$ cat src/rtl/apb_master_fsm.sv
// apb_master_fsm
//   AHB-to-APB bridge master sequencer. It accepts one transfer at a time from
//   the AHB side and runs it through the APB SETUP/ACCESS phases. A write is
//   selected when the write FIFO is non-empty at start. The ACCESS phase is
//   aborted after TIMEOUT cycles.
//
// Ports
//   hclk, rst           : clock (rising edge), asynchronous active-high reset
//   i_start_transfer    : one-cycle start pulse (honoured only while idle)
//   i_haddr, i_hsize    : transfer address / size
//   i_fifo_empty        : write FIFO empty (0 at start -> write transfer)
//   i_fifo_wdata        : write FIFO head data
//   o_fifo_rd_en        : one-cycle FIFO pop when a write finishes
//   o_paddr .. o_pstrb  : APB request outputs (all registered)
//   i_prdata, i_pready, i_pslverr : APB completer response
//   o_rdata             : last completed read data (held)
//   o_rdata_valid       : pulse, read data captured this cycle
//   o_done, o_error     : pulse at transfer end, error status alongside
//   o_busy              : a transfer is in SETUP or ACCESS
module apb_master_fsm #(
  parameter int AHB_AW  = 32,
  parameter int AHB_DW  = 32,
  parameter int TIMEOUT = 16
) (
  input  logic              hclk,
  input  logic              rst,
  input  logic              i_start_transfer,
  input  logic [AHB_AW-1:0] i_haddr,
  input  logic [2:0]        i_hsize,
  input  logic              i_fifo_empty,
  input  logic [AHB_DW-1:0] i_fifo_wdata,
  output logic              o_fifo_rd_en,
  output logic [AHB_AW-1:0] o_paddr,
  output logic              o_psel,
  output logic              o_penable,
  output logic              o_pwrite,
  output logic [AHB_DW-1:0] o_pwdata,
  output logic [3:0]        o_pstrb,
  input  logic [AHB_DW-1:0] i_prdata,
  input  logic              i_pready,
  input  logic              i_pslverr,
  output logic [AHB_DW-1:0] o_rdata,
  output logic              o_rdata_valid,
  output logic              o_done,
  output logic              o_error,
  output logic              o_busy
);

  typedef enum logic [1:0] {
    ST_IDLE   = 2'd0,
    ST_SETUP  = 2'd1,
    ST_ACCESS = 2'd2
  } state_t;

  // Last ACCESS cycle count before the transfer is abandoned.
  localparam logic [7:0] CNT_LAST = 8'(TIMEOUT - 1);

  state_t     state_r;
  logic [7:0] cnt_r;
  // Write with an oversized hsize: it runs as a word but reports an error.
  logic       size_err_r;

  // Byte-lane strobes for a transfer; reads drive no strobes.
  function automatic logic [3:0] calc_strb(input logic       write,
                                           input logic [2:0] hsize,
                                           input logic [1:0] addr_lo);
    logic [3:0] strb;
    if (!write) begin
      strb = 4'b0000;
    end else begin
      case (hsize)
        3'd0:    strb = 4'b0001 << addr_lo;
        3'd1:    strb = 4'b0011 << {addr_lo[1], 1'b0};
        default: strb = 4'b1111;
      endcase
    end
    return strb;
  endfunction

  // Transfer sequencer: state, APB request registers and AHB-side pulses.
  always_ff @(posedge hclk or posedge rst) begin
    if (rst) begin
      state_r       <= ST_IDLE;
      cnt_r         <= 8'd0;
      size_err_r    <= 1'b0;
      o_paddr       <= '0;
      o_psel        <= 1'b0;
      o_penable     <= 1'b0;
      o_pwrite      <= 1'b0;
      o_pwdata      <= '0;
      o_pstrb       <= 4'b0000;
      o_rdata       <= '0;
      o_rdata_valid <= 1'b0;
      o_done        <= 1'b0;
      o_error       <= 1'b0;
      o_fifo_rd_en  <= 1'b0;
      o_busy        <= 1'b0;
    end else begin
      // Completion outputs are single-cycle pulses unless set below.
      o_rdata_valid <= 1'b0;
      o_done        <= 1'b0;
      o_error       <= 1'b0;
      o_fifo_rd_en  <= 1'b0;
      case (state_r)
        ST_IDLE: begin
          if (i_start_transfer) begin
            state_r    <= ST_SETUP;
            o_paddr    <= i_haddr;
            o_pwrite   <= ~i_fifo_empty;
            o_pwdata   <= i_fifo_wdata;
            o_pstrb    <= calc_strb(~i_fifo_empty, i_hsize, i_haddr[1:0]);
            size_err_r <= ~i_fifo_empty & (i_hsize > 3'd2);
            o_psel     <= 1'b1;
            o_penable  <= 1'b0;
            o_busy     <= 1'b1;
          end else begin
            state_r <= ST_IDLE;
          end
        end
        ST_SETUP: begin
          state_r   <= ST_ACCESS;
          o_penable <= 1'b1;
          cnt_r     <= 8'd0;
        end
        ST_ACCESS: begin
          if (i_pready) begin
            // Normal completion; pslverr only counts alongside pready.
            state_r      <= ST_IDLE;
            o_psel       <= 1'b0;
            o_penable    <= 1'b0;
            o_busy       <= 1'b0;
            o_done       <= 1'b1;
            o_error      <= i_pslverr | size_err_r;
            o_fifo_rd_en <= o_pwrite;
            if (!o_pwrite) begin
              o_rdata       <= i_prdata;
              o_rdata_valid <= 1'b1;
            end
          end else if (cnt_r == CNT_LAST) begin
            // Timeout: abandon the transfer, still consume the write data.
            state_r      <= ST_IDLE;
            o_psel       <= 1'b0;
            o_penable    <= 1'b0;
            o_busy       <= 1'b0;
            o_done       <= 1'b1;
            o_error      <= 1'b1;
            o_fifo_rd_en <= o_pwrite;
          end else begin
            cnt_r <= cnt_r + 8'd1;
          end
        end
        default: begin
          state_r   <= ST_IDLE;
          o_psel    <= 1'b0;
          o_penable <= 1'b0;
          o_busy    <= 1'b0;
        end
      endcase
    end
  end

endmodule

$ cat config.mk
export PLATFORM = sky130hd
export DESIGN_NAME = apb_master_fsm
export DESIGN_NICKNAME = d
export VERILOG_FILES = /design/src/rtl/apb_master_fsm.sv
export SDC_FILE = /design/constraint.sdc
export NUM_CORES = 1
export LEC_CHECK = 0
export CAP_MARGIN = 20
export CORE_MARGIN = 2
export CORE_UTILIZATION = 42
export CTS_CLUSTER_SIZE = 20
export DETAILED_ROUTE_END_ITERATION = 6
export GPL_TIMING_DRIVEN = 0
export PLACE_DENSITY_LB_ADDON = 0.12
export SKIP_CTS_REPAIR_TIMING = 1
export SYNTH_ARGS = -nofsm -noshare
export SYNTH_HDL_FRONTEND = slang
export SYNTH_SLANG_ARGS = --single-unit
$ cat constraint.sdc
create_clock -name hclk -period 4.3 [get_ports hclk]
set_input_delay 0.86 -clock hclk [delete_from_list [all_inputs] [get_ports hclk]]
set_output_delay 0.86 -clock hclk [all_outputs]
set_load 0.01 [all_outputs]
# After elaboration in Yosys (flattened, before gate mapping)
# Cells that the tools add are included.
[op_classes]
addsub = 1
n_mul = 0
div = 0
magnitude_cmp = 1
eq_ne = 8
shifts = 2
mux = 26
bitwise = 5
reduce_logical = 8
[ops]
columns = ["cell", "n"]
rows = [
  ["1-bit two-way mux", 16],
  ["8-bit two-way mux", 2],
  ["8-bit one-hot mux with 2 select lines", 1],
  ["3-bit AND reduction", 3],
  ["8-bit by 1-bit adder with 8-bit output (second input constant)", 1],
  ["8-bit by 4-bit equality test with 1-bit output (second input constant)", 1],
  ["4-bit one-hot mux with 2 select lines", 1],
  ["2-bit != test (second input constant)", 3],
  ["1-bit one-hot mux with 3 select lines", 2],
  ["2-bit one-hot mux with 3 select lines", 1],
  ["2-bit two-way mux", 2],
  ["4-bit two-way mux", 1],
  ["2-bit AND reduction", 2],
  ["1-bit by 2-bit << shifter with 4-bit output (first input constant)", 1],
  ["2-bit by 2-bit << shifter with 4-bit output (first input constant)", 1],
  ["3-bit by 1-bit equality test with 1-bit output (second input constant)", 1],
  ["3-bit by 2-bit > comparator with 1-bit output (second input constant)", 1],
  ["3-bit logical NOT", 1],
  ["3-bit != test (second input constant)", 1],
  ["1-bit NOT", 3],
  ["2-bit by 1-bit equality test with 1-bit output (second input constant)", 1],
  ["2-bit equality test (second input constant)", 1],
  ["2-bit logical NOT", 1],
  ["2-bit nonzero test", 1],
  ["2 further kinds", 2],
]
[word_totals]
regBits = 118
latchBits = 0
ramBits = 0
rom_bits = 0
mem_count = 0

# Depth between registers and ports, before layout
# Gate-level depths: netlist of run 1.
[depth]
word_depth = 4
depth_mapped = 7
mapped_depth_nobuf = 5

# Least setup slack after synthesis of run 1
# OpenSTA, ideal clock, no wires.
[synth_path]
path_type = "input-to-reg"
start = "in i_start_transfer"
end = "reg o_pstrb[0]"
setup_ns = 0.121
arrival_ns = 1.711
required_time_ns = 4.179
setup_slack_ns = 2.468
path_stages = 5
n_path_buf = 2
cell_sequence = "inv_1 > or3_1 > buf_2 > buf_6 > a22o_1"
[synth_between]
elab_chain_len = 1
[synth_lines]
columns = ["item", "line", "source"]
rows = [
  ["start: declaration", "27", "input logic i_start_transfer,"],
  ["2-bit AND reduction (no source line)", "n/a", ""],
  ["end signal: assignment", "111", "o_pstrb <= calc_strb(~i_fifo_empty, i_hsize, i_haddr[1:0]);"],
  ["end: declaration", "38", "output logic [3:0] o_pstrb,"],
]
# No other way between the ends.
# A chain may end at the register's enable or synchronous reset.

==> results of run 1 <==
area by class of cell:
| type | instances | area, µm² |
|---|---|---|
| plain buffers | 20 | 149 |
| multi-input cells | 286 | 1610 |
| clock inverters | 3 | 15.0 |
| flip-flops and latches | 118 | 2950 |
| fillers | 832 | 3320 |
| well taps | 140 | 175 |
| clock buffers | 27 | 533 |
| repair buffers | 213 | 2150 |
| inverters | 6 | 27.5 |
how the worst max path moves through the flow:
stage	endpoint	slack [ns]	cells past startpoint
3_5_place_dp	o_rdata[22]$_DFFE_PP0P_	1.86	5
4_1_cts	o_psel	2.02	2
5_1_grt	o_psel	1.98	2
3_3_place_gp	o_pwdata[0]$_DFFE_PP0N_	-1.38	2
2_1_floorplan	cnt_r[0]$_DFFE_PP0P_	0.31	1
6_report	o_psel	2.04	2
state kept, by name, summed over array words and instances, names as in the netlist, 2 cells and up:
signal / count
state_r: 2
o_pwdata: 32
o_paddr: 32
cnt_r: 8
o_pstrb: 4
o_rdata: 32
cells by family after synthesis:
group | count (synthesis)
AND/OR/NAND/NOR | 222
flip-flops | 118
multiplexers | 34
AO/OA/AOI/OAI | 29
buffers and inverters | 26
adder cells (fa/ha/maj) | 1
routing by layer:
| layer | wire length [µm] | share of wire [%] |
|---|---|---|
| met5 | 0 | 0 |
| met4 | 159 | 1.2 |
| met3 | 1330 | 10 |
| met2 | 6360 | 49 |
| met1 | 5100 | 39 |
cell usage in the layout, fill, tap and decap left out, drive strengths merged, types with 4 or more instances in the layout:
cell type and instances:
o21ai 10, inv 6, nor2b 4, clkdlybuf4s50 212, nand3 4, dfrtp 118
clkbuf 27, mux2 32, nand2 200, a22o 4, a21oi 4, buf 21
nor2 6
worst max-delay path, delay by kind of cell (launching register included):
kind                   cells  cell delay [ns]
buffers and inverters      2             0.63
DFF                        1             0.36
per-stage QoR:
step | cells | setup WS (ns) | utilization (%) | TNS, ns
floorplan | 430 | 0.311 | - | 0
global placement | 782 | -1.38 | 64.3 | -162.02
detailed placement | 783 | 1.86 | 64.6 | 0
CTS | 813 | 2.02 | 69.6 | 0
global route | 813 | 1.98 | 69.6 | 0
finish | 813 | 2.04 | 69.6 | 0
power breakdown:
part,total (mW),switching [mW],internal (mW),leakage [nW]
sequential,1.90,0.285,1.62,1.46
clock,1.29,0.461,0.834,0.275
combinational,2.34,0.977,1.36,1.87
==> impl_metrics.json, run 1 <==
{
  "synth_cell_types": 35,
  "finClkSkew_ns": 0.00382,
  "crit_arrival_ns": 1.40,
  "rows": 38,
  "ios": 213,
  "num-nets-final": 768,
  "remaining_drc_errors": 0,
  "finalMaxSlewViolations": 0,
  "synth_top_area_cell": "dfrtp_1",
  "port_buffers": 212,
  "worst_slew_pin_slew_ns": 0.400,
  "crit_required_ns": 3.44,
  "place_area_um2": 7070,
  "routed_wl_um": 13000,
  "cpMaxStageDelayCell": "clkdlybuf4s50_1",
  "numCtsBuffers": 17,
  "outcome": "finished clean",
  "fp.dieArea_um2": 12100,
  "synth_flop_cell": "dfrtp_1",
  "gp_congestion": 0.763,
  "clk_latency_ns": 0.41,
  "synth_top_family_by_area": "simple AND/OR/NAND/NOR gates",
  "syn_to_final_growth_pct": 60.8,
  "cts_buffer_depth": 2,
  "syn-cell-area_um2": 4740,
  "die_h_um": 110,
  "use_met1_pct": 25.6,
  "period_minus_slack_ns": 2.26,
  "cp-startpoint": "o_busy$_DFFE_PP0P_",
  "routed-via-count": 3849,
  "antenna_cells": 0,
  "syn_nets": 536,
  "grt_util_met3_pct": 10.2,
  "yosys_warnings": 0,
  "p_leak_nw": 3.61,
  "synth_top_area_share_pct": 62.3,
  "vdd_ir_drop_max_uv": 482,
  "htreeDepth": 4,
  "slew-limit-headroom_pct": 73.3,
  "crit_path_end_kind": "output port",
  "die_w_um": 110,
  "final_antenna_net_count": 0,
  "r2r_end": "o_rdata[19]$_DFFE_PP0P_",
  "final-hold-violation-count": 0,
  "synth_commonest_cells": "nand2_1, dfrtp_1, mux2_4, o21ai_0, buf_2",
  "finalCritPeriodShare_pct": 52.5,
  "fin_area_um2": 7610,
  "syn_avg_cell_area_um2": 11.0,
  "core-area_um2": 10900,
  "clock.fmax_mhz": 443,
  "crit_type": "reg -> out",
  "yosysMostFrequentCell": "nand2_1",
  "worstHoldStart": "o_paddr[19]$_DFFE_PP0N_",
  "holdPathEnd": "o_paddr[19]$_DFFE_PP0N_",
  "cp_slowest_stage_delay_ns": 0.52,
  "ys_top_cells_by_area": "dfrtp_1, nand2_1, mux2_4",
  "drt_iter0_markers": 250,
  "hold_class": "reg -> reg",
  "async_flop_share_pct": 100,
  "ys_seq_area_share_pct": 62.3,
  "hpwl_um": 9280,
  "synth_cells": 430,
  "cts_tree": "built",
  "yosys.area_share.simple_pct": 18.9,
  "crit_path_start_kind": "flop",
  "crit_chain": "buf_4, clkdlybuf4s50_1",
  "wl_per_cell_um": 15.9,
  "cap_violations": 0,
  "setup_viol": 0,
  "synth-compound-area-share_pct": 4.60,
  "yosys-mux-area-fraction_pct": 10.3,
  "hold_ws_ns": 0.469,
  "grt_setup_unrepaired": "no",
  "reg2regPathDepth": 5,
  "cts_sinks": 118,
  "p_total_mw": 5.53,
  "clk_pin_slew_ns": 0.05,
  "drive_gt1_share_pct": 13.2,
  "viasPerCell": 4.73,
  "grt_start_max_net_pins": 81,
  "drtPass1Iterations": 5,
  "synth_xor_xnor_area_share_pct": 0,
  "grt_usage_pct": 22.0,
  "r2r_slack_ns": 2.62,
  "grt.busiest_layer": "met2",
  "start_util_pct": 43.3,
  "overflow": 0,
  "first_global_vias": 3993,
  "grt_pass1_wl_um": 19900,
  "cp_max_fo": 3,
  "p_per_area_nw_per_um2": 727,
  "use_met2_pct": 36.0,
  "synth-adder-area-share_pct": 0.264,
  "cts_root_buf": "clkbuf_16",
  "synth_seq_cells": 118,
  "synth_edf_count": 0,
  "rr_startpoint": "state_r[1]$_DFFE_PP0P_",
  "min_path_cells": 2,
  "antenna_found_initial": 0
}
(Power assumes the default switching activity.)
==> run 2: changes to the inputs <==
==> constraint.sdc (replaced) <==
create_clock -name hclk -period 2.15 [get_ports hclk]
set_input_delay 0.43 -clock hclk [delete_from_list [all_inputs] [get_ports hclk]]
set_output_delay 0.43 -clock hclk [all_outputs]
set_load 0.01 [all_outputs]
==> impl_metrics.json, run 2 (same netlist as run 1, synthesis figures left out) <==
{
  "setup_viol": 0,
  "p_leak_nw": 3.63,
  "routed-via-count": 3894,
  "r2r_end": "o_rdata[21]$_DFFE_PP0P_",
  "grt_setup_unrepaired": "no",
  "die_h_um": 110,
  "grt_start_max_net_pins": 39,
  "final_common_cell": "clkdlybuf4s50_1",
  "numCtsBuffers": 17,
  "p_per_area_nw_per_um2": 1460,
  "final_cell_mix": "clkdlybuf4s50_1, nand2_1, dfrtp_1, mux2_4, clkbuf_16",
  "ios": 213,
  "clock.fmax_mhz": 549,
  "finClkSkew_ns": 0.00704,
  "hold_class": "in -> async",
  "fin_cells": 816,
  "die_w_um": 110,
  "grt_pass1_wl_um": 19600,
  "wl_per_cell_um": 15.5,
  "crit_required_ns": 1.72,
  "first_global_vias": 4008,
  "internal_power_mw": 7.77,
  "cts_buffer_depth": 2,
  "r2r_slack_ns": 0.51,
  "crit_arrival_ns": 1.39,
  "fp.dieArea_um2": 12100,
  "htreeDepth": 4,
  "reg2regPathDepth": 5,
  "finalMaxSlewViolations": 0,
  "cp_max_fo": 3,
  "remaining_drc_errors": 0,
  "cts_tree": "built",
  "antenna_cells": 0,
  "crit_path_start_kind": "flop",
  "p_clk_share_pct": 24.6,
  "clk_latency_ns": 0.40,
  "drt_iter0_markers": 123,
  "power_switching_mw": 3.47,
  "viasPerCell": 4.77,
  "p_sw_share_pct": 30.9,
  "final-hold-violation-count": 0,
  "outcome": "finished clean",
  "rr_startpoint": "state_r[0]$_DFFE_PP0P_",
  "start_util_pct": 43.3,
  "fill_cells": 846,
  "grt_usage_pct": 21.3,
  "final_antenna_net_count": 0,
  "core-area_um2": 10900,
  "num-nets-final": 770,
  "hpwl_um": 9360,
  "cts_root_buf": "clkbuf_16",
  "crit_end": "o_psel",
  "rows": 38,
  "port_buffers": 212,
  "syn_to_final_growth_pct": 62.2,
  "crit_type": "reg -> out",
  "slew-limit-headroom_pct": 74.7,
  "hold_ws_ns": 0.355,
  "vdd_ir_drop_max_uv": 688,
  "pwr-share-comb_pct": 41.5,
  "gp_congestion": 0.743,
  "worst_slew_pin_slew_ns": 0.378,
  "drtPass1Iterations": 4,
  "seq_power_share_pct": 33.9,
  "p_total_mw": 11.2,
  "top_regs": "o_paddr (32), o_pwdata (32), o_rdata (32)",
  "drive_gt1_share_pct": 13.9,
  "dpl.cell_count": 785,
  "crit_path_end_kind": "output port",
  "final_core_util_pct": 70.3,
  "antenna_found_initial": 0,
  "cp-startpoint": "o_busy$_DFFE_PP0P_",
  "cap_violations": 0,
  "overflow": 0,
  "finalCritPeriodShare_pct": 84.8,
  "cts_sinks": 118,
  "routed_wl_um": 12600,
  "clk_pin_slew_ns": 0.05,
  "period_minus_slack_ns": 1.82
}
-- run 2: final cells by class --
type,count,area (µm²),share of cell area (%)
sequential,118,2950,38.4
timing repair buffer,215,2180,28.4
multi-input combinational,286,1610,21.0
clock buffer,22,484,6.30
tap,140,175,2.28
buffer,20,149,1.94
clock inverter,9,100,1.30
inverter,6,26.3,0.342
-- run 2: per-stage QoR --
step                      TNS, ns  worst slack (ns)  cell area (µm²)
after floorplan                 0             0.279             4740
after global placement     -97.83            -0.834             7040
after detailed placement        0             0.143             7100
after CTS                       0             0.303             7680
after global routing            0             0.271             7680
final                           0             0.327             7680
-- run 2: worst min path at each step --
stage / start / to / slack (ns) / cells past startpoint
floorplan: cnt_r[7]$_DFFE_PP0P_ / cnt_r[7]$_DFFE_PP0P_ / 0.45 / 1
global placement: o_pwdata[27]$_DFFE_PP0N_ / o_pwdata[27]$_DFFE_PP0N_ / 0.46 / 2
detailed placement: o_pwdata[27]$_DFFE_PP0N_ / o_pwdata[27]$_DFFE_PP0N_ / 0.46 / 2
CTS: rst / o_rdata[23]$_DFFE_PP0P_ / 0.35 / 2
global route: rst / o_rdata[20]$_DFFE_PP0P_ / 0.37 / 2
finish: rst / o_rdata[23]$_DFFE_PP0P_ / 0.35 / 2
-- run 2: routing by layer --
| metal | GRT usage (%) | part of all wire, % | wire length (µm) | vias up |
|---|---|---|---|---|
| li1 | - | - | - | 1847 |
| met1 | 24.9 | 39 | 4970 | 1866 |
| met2 | 35.0 | 49 | 6220 | 159 |
| met3 | 7.76 | 9.2 | 1160 | 22 |
| met4 | 9.73 | 2.2 | 273 | 0 |
| met5 | 0 | 0 | 0 | - |
-- run 2: critical path, cell delays in order (launching register included) --
cell	delay, ns
dfrtp_1	0.36
buf_4	0.11
clkdlybuf4s50_1	0.52
-- run 2: power by group through the flow --
| stage | Clock (mW) | Combinational (mW) | Sequential [mW] |
|---|---|---|---|
| after floorplan | 0 | 1.61 | 4.24 |
| after global placement | 0 | 4.62 | 3.77 |
| after detailed placement | 0 | 4.69 | 3.84 |
| after CTS | 2.81 | 4.74 | 3.81 |
| after global routing | 2.91 | 5.05 | 3.93 |
| final | 2.76 | 4.67 | 3.81 |
==> run 3: changes to the inputs <==
==> constraint.sdc (replaced) <==
create_clock -name hclk -period 1.75 [get_ports hclk]
set_input_delay 0.35 -clock hclk [delete_from_list [all_inputs] [get_ports hclk]]
set_output_delay 0.35 -clock hclk [all_outputs]
set_load 0.01 [all_outputs]
==> impl_metrics.json, run 3 (same netlist as run 1, synthesis figures left out) <==
{
  "crit_chain": "clkdlybuf4s50_1",
  "wl_per_cell_um": 15.5,
  "first_global_vias": 4008,
  "syn_to_final_growth_pct": 62.3,
  "final_cell_mix": "clkdlybuf4s50_1, nand2_1, dfrtp_1, mux2_4, clkbuf_16",
  "cp_slowest_stage_delay_ns": 0.60,
  "top_regs": "o_paddr (32), o_pwdata (32), o_rdata (32)",
  "grt_start_max_net_pins": 39,
  "clk_latency_ns": 0.40,
  "final-hold-violation-count": 0,
  "routed-via-count": 3891,
  "ios": 213,
  "grt_usage_pct": 21.3,
  "die_w_um": 110,
  "htreeDepth": 4,
  "cts_root_buf": "clkbuf_16",
  "die_h_um": 110,
  "setup_tns_ns": 0,
  "core-area_um2": 10900,
  "gp_congestion": 0.743,
  "rr_startpoint": "state_r[0]$_DFFE_PP0P_",
  "p_leak_nw": 3.66,
  "drt_iter0_markers": 115,
  "p_total_mw": 13.8,
  "finalCritPeriodShare_pct": 96.4,
  "outcome": "finished clean",
  "cpMaxStageDelayCell": "clkdlybuf4s50_1",
  "slew-limit-headroom_pct": 74.8,
  "num-nets-final": 770,
  "worst_slew_pin_slew_ns": 0.378,
  "final_common_cell": "clkdlybuf4s50_1",
  "grt_pass1_wl_um": 19600,
  "grt_setup_unrepaired": "no",
  "p_per_area_nw_per_um2": 1790,
  "drtPass1Iterations": 4,
  "setup_viol": 0,
  "final_antenna_net_count": 0,
  "crit_path_start_kind": "flop",
  "hold_class": "in -> async",
  "hpwl_um": 9360,
  "vdd_ir_drop_max_uv": 845,
  "drive_gt1_share_pct": 13.9,
  "finalMaxSlewViolations": 0,
  "cap_violations": 0,
  "cp.buffers_inverters": 1,
  "cp_max_fo": 2,
  "cp_top_family": "buffers and inverters",
  "crit_path_end_kind": "output port",
  "period_minus_slack_ns": 1.69,
  "numCtsBuffers": 17,
  "antenna_found_initial": 0,
  "port_buffers": 212,
  "rows": 38,
  "routed_wl_um": 12700,
  "overflow": 0,
  "fill_cells": 845,
  "antenna_cells": 0,
  "cts_sinks": 118,
  "crit_required_ns": 1.40,
  "crit_arrival_ns": 1.34,
  "cts_tree": "built",
  "viasPerCell": 4.77,
  "clock.fmax_mhz": 593,
  "start_util_pct": 43.3,
  "fp.dieArea_um2": 12100,
  "remaining_drc_errors": 0,
  "cts_buffer_depth": 2,
  "finClkSkew_ns": 0.00732,
  "cp-startpoint": "o_pstrb[2]$_DFFE_PP0N_",
  "crit_type": "reg -> out",
  "clk_pin_slew_ns": 0.05
}
==> run 3: cell types whose count changed in the layout (fill, tap and decap cells not counted) <==
| cell | delta |
|---|---|
| dlymetal6s2s_1 | +2 |
| clkdlybuf4s50_1 | -2 |
==> run 3: per-layer routing <==
| metal | global-route usage, % | vias up | routed length, µm |
|---|---|---|---|
| li1 | - | 1846 | - |
| met3 | 7.76 | 20 | 1170 |
| met5 | 0 | - | 0 |
| met1 | 24.9 | 1867 | 5000 |
| met2 | 35.0 | 158 | 6210 |
| met4 | 9.73 | 0 | 269 |
==> run 3: area by class of cell <==
cell class / instances / area, µm² / share of cell area (%)
clock inverters: 9 / 100 / 1.30
clock buffers: 22 / 484 / 6.30
flip-flops and latches: 118 / 2950 / 38.4
well taps: 140 / 175 / 2.28
plain buffers: 20 / 149 / 1.94
repair buffers: 215 / 2190 / 28.5
inverters: 6 / 26.3 / 0.342
multi-input cells: 286 / 1610 / 21.0
==> run 3: worst paths after layout <==
path / slack, ns / end / depth (start not counted)
worst min register to register: 0.47 / o_paddr[26]$_DFFE_PP0N_ / 2
worst max register to register: 0.11 / o_rdata[21]$_DFFE_PP0P_ / 5
worst max-delay path: 0.06 / o_pstrb[2] / 1
max in group asynchronous: 0.75 / o_pwdata[31]$_DFFE_PP0N_ / 4
min in group hclk: 0.47 / o_paddr[26]$_DFFE_PP0N_ / 2
worst min-delay path: 0.28 / o_rdata[23]$_DFFE_PP0P_ / 2
==> run 3: power by group <==
group | switching, mW | internal [mW] | leakage (nW)
logic | 2.39 | 3.34 | 1.90
clock network | 1.16 | 2.22 | 0.288
registers | 0.708 | 3.97 | 1.46
==> run 3: through the flow <==
step                instances  cell area, µm²  hold WS, ns  worst slack, ns  utilization, %
floorplan                 430            4740        0.423          -0.0414               -
global placement          782            7040        0.456            -1.15            64.4
detailed placement        785            7100        0.461           -0.177            64.9
CTS                       816            7680        0.269          -0.0173            70.3
global route              816            7690        0.294           0.0169            70.3
finish                    816            7690        0.275           0.0627            70.3
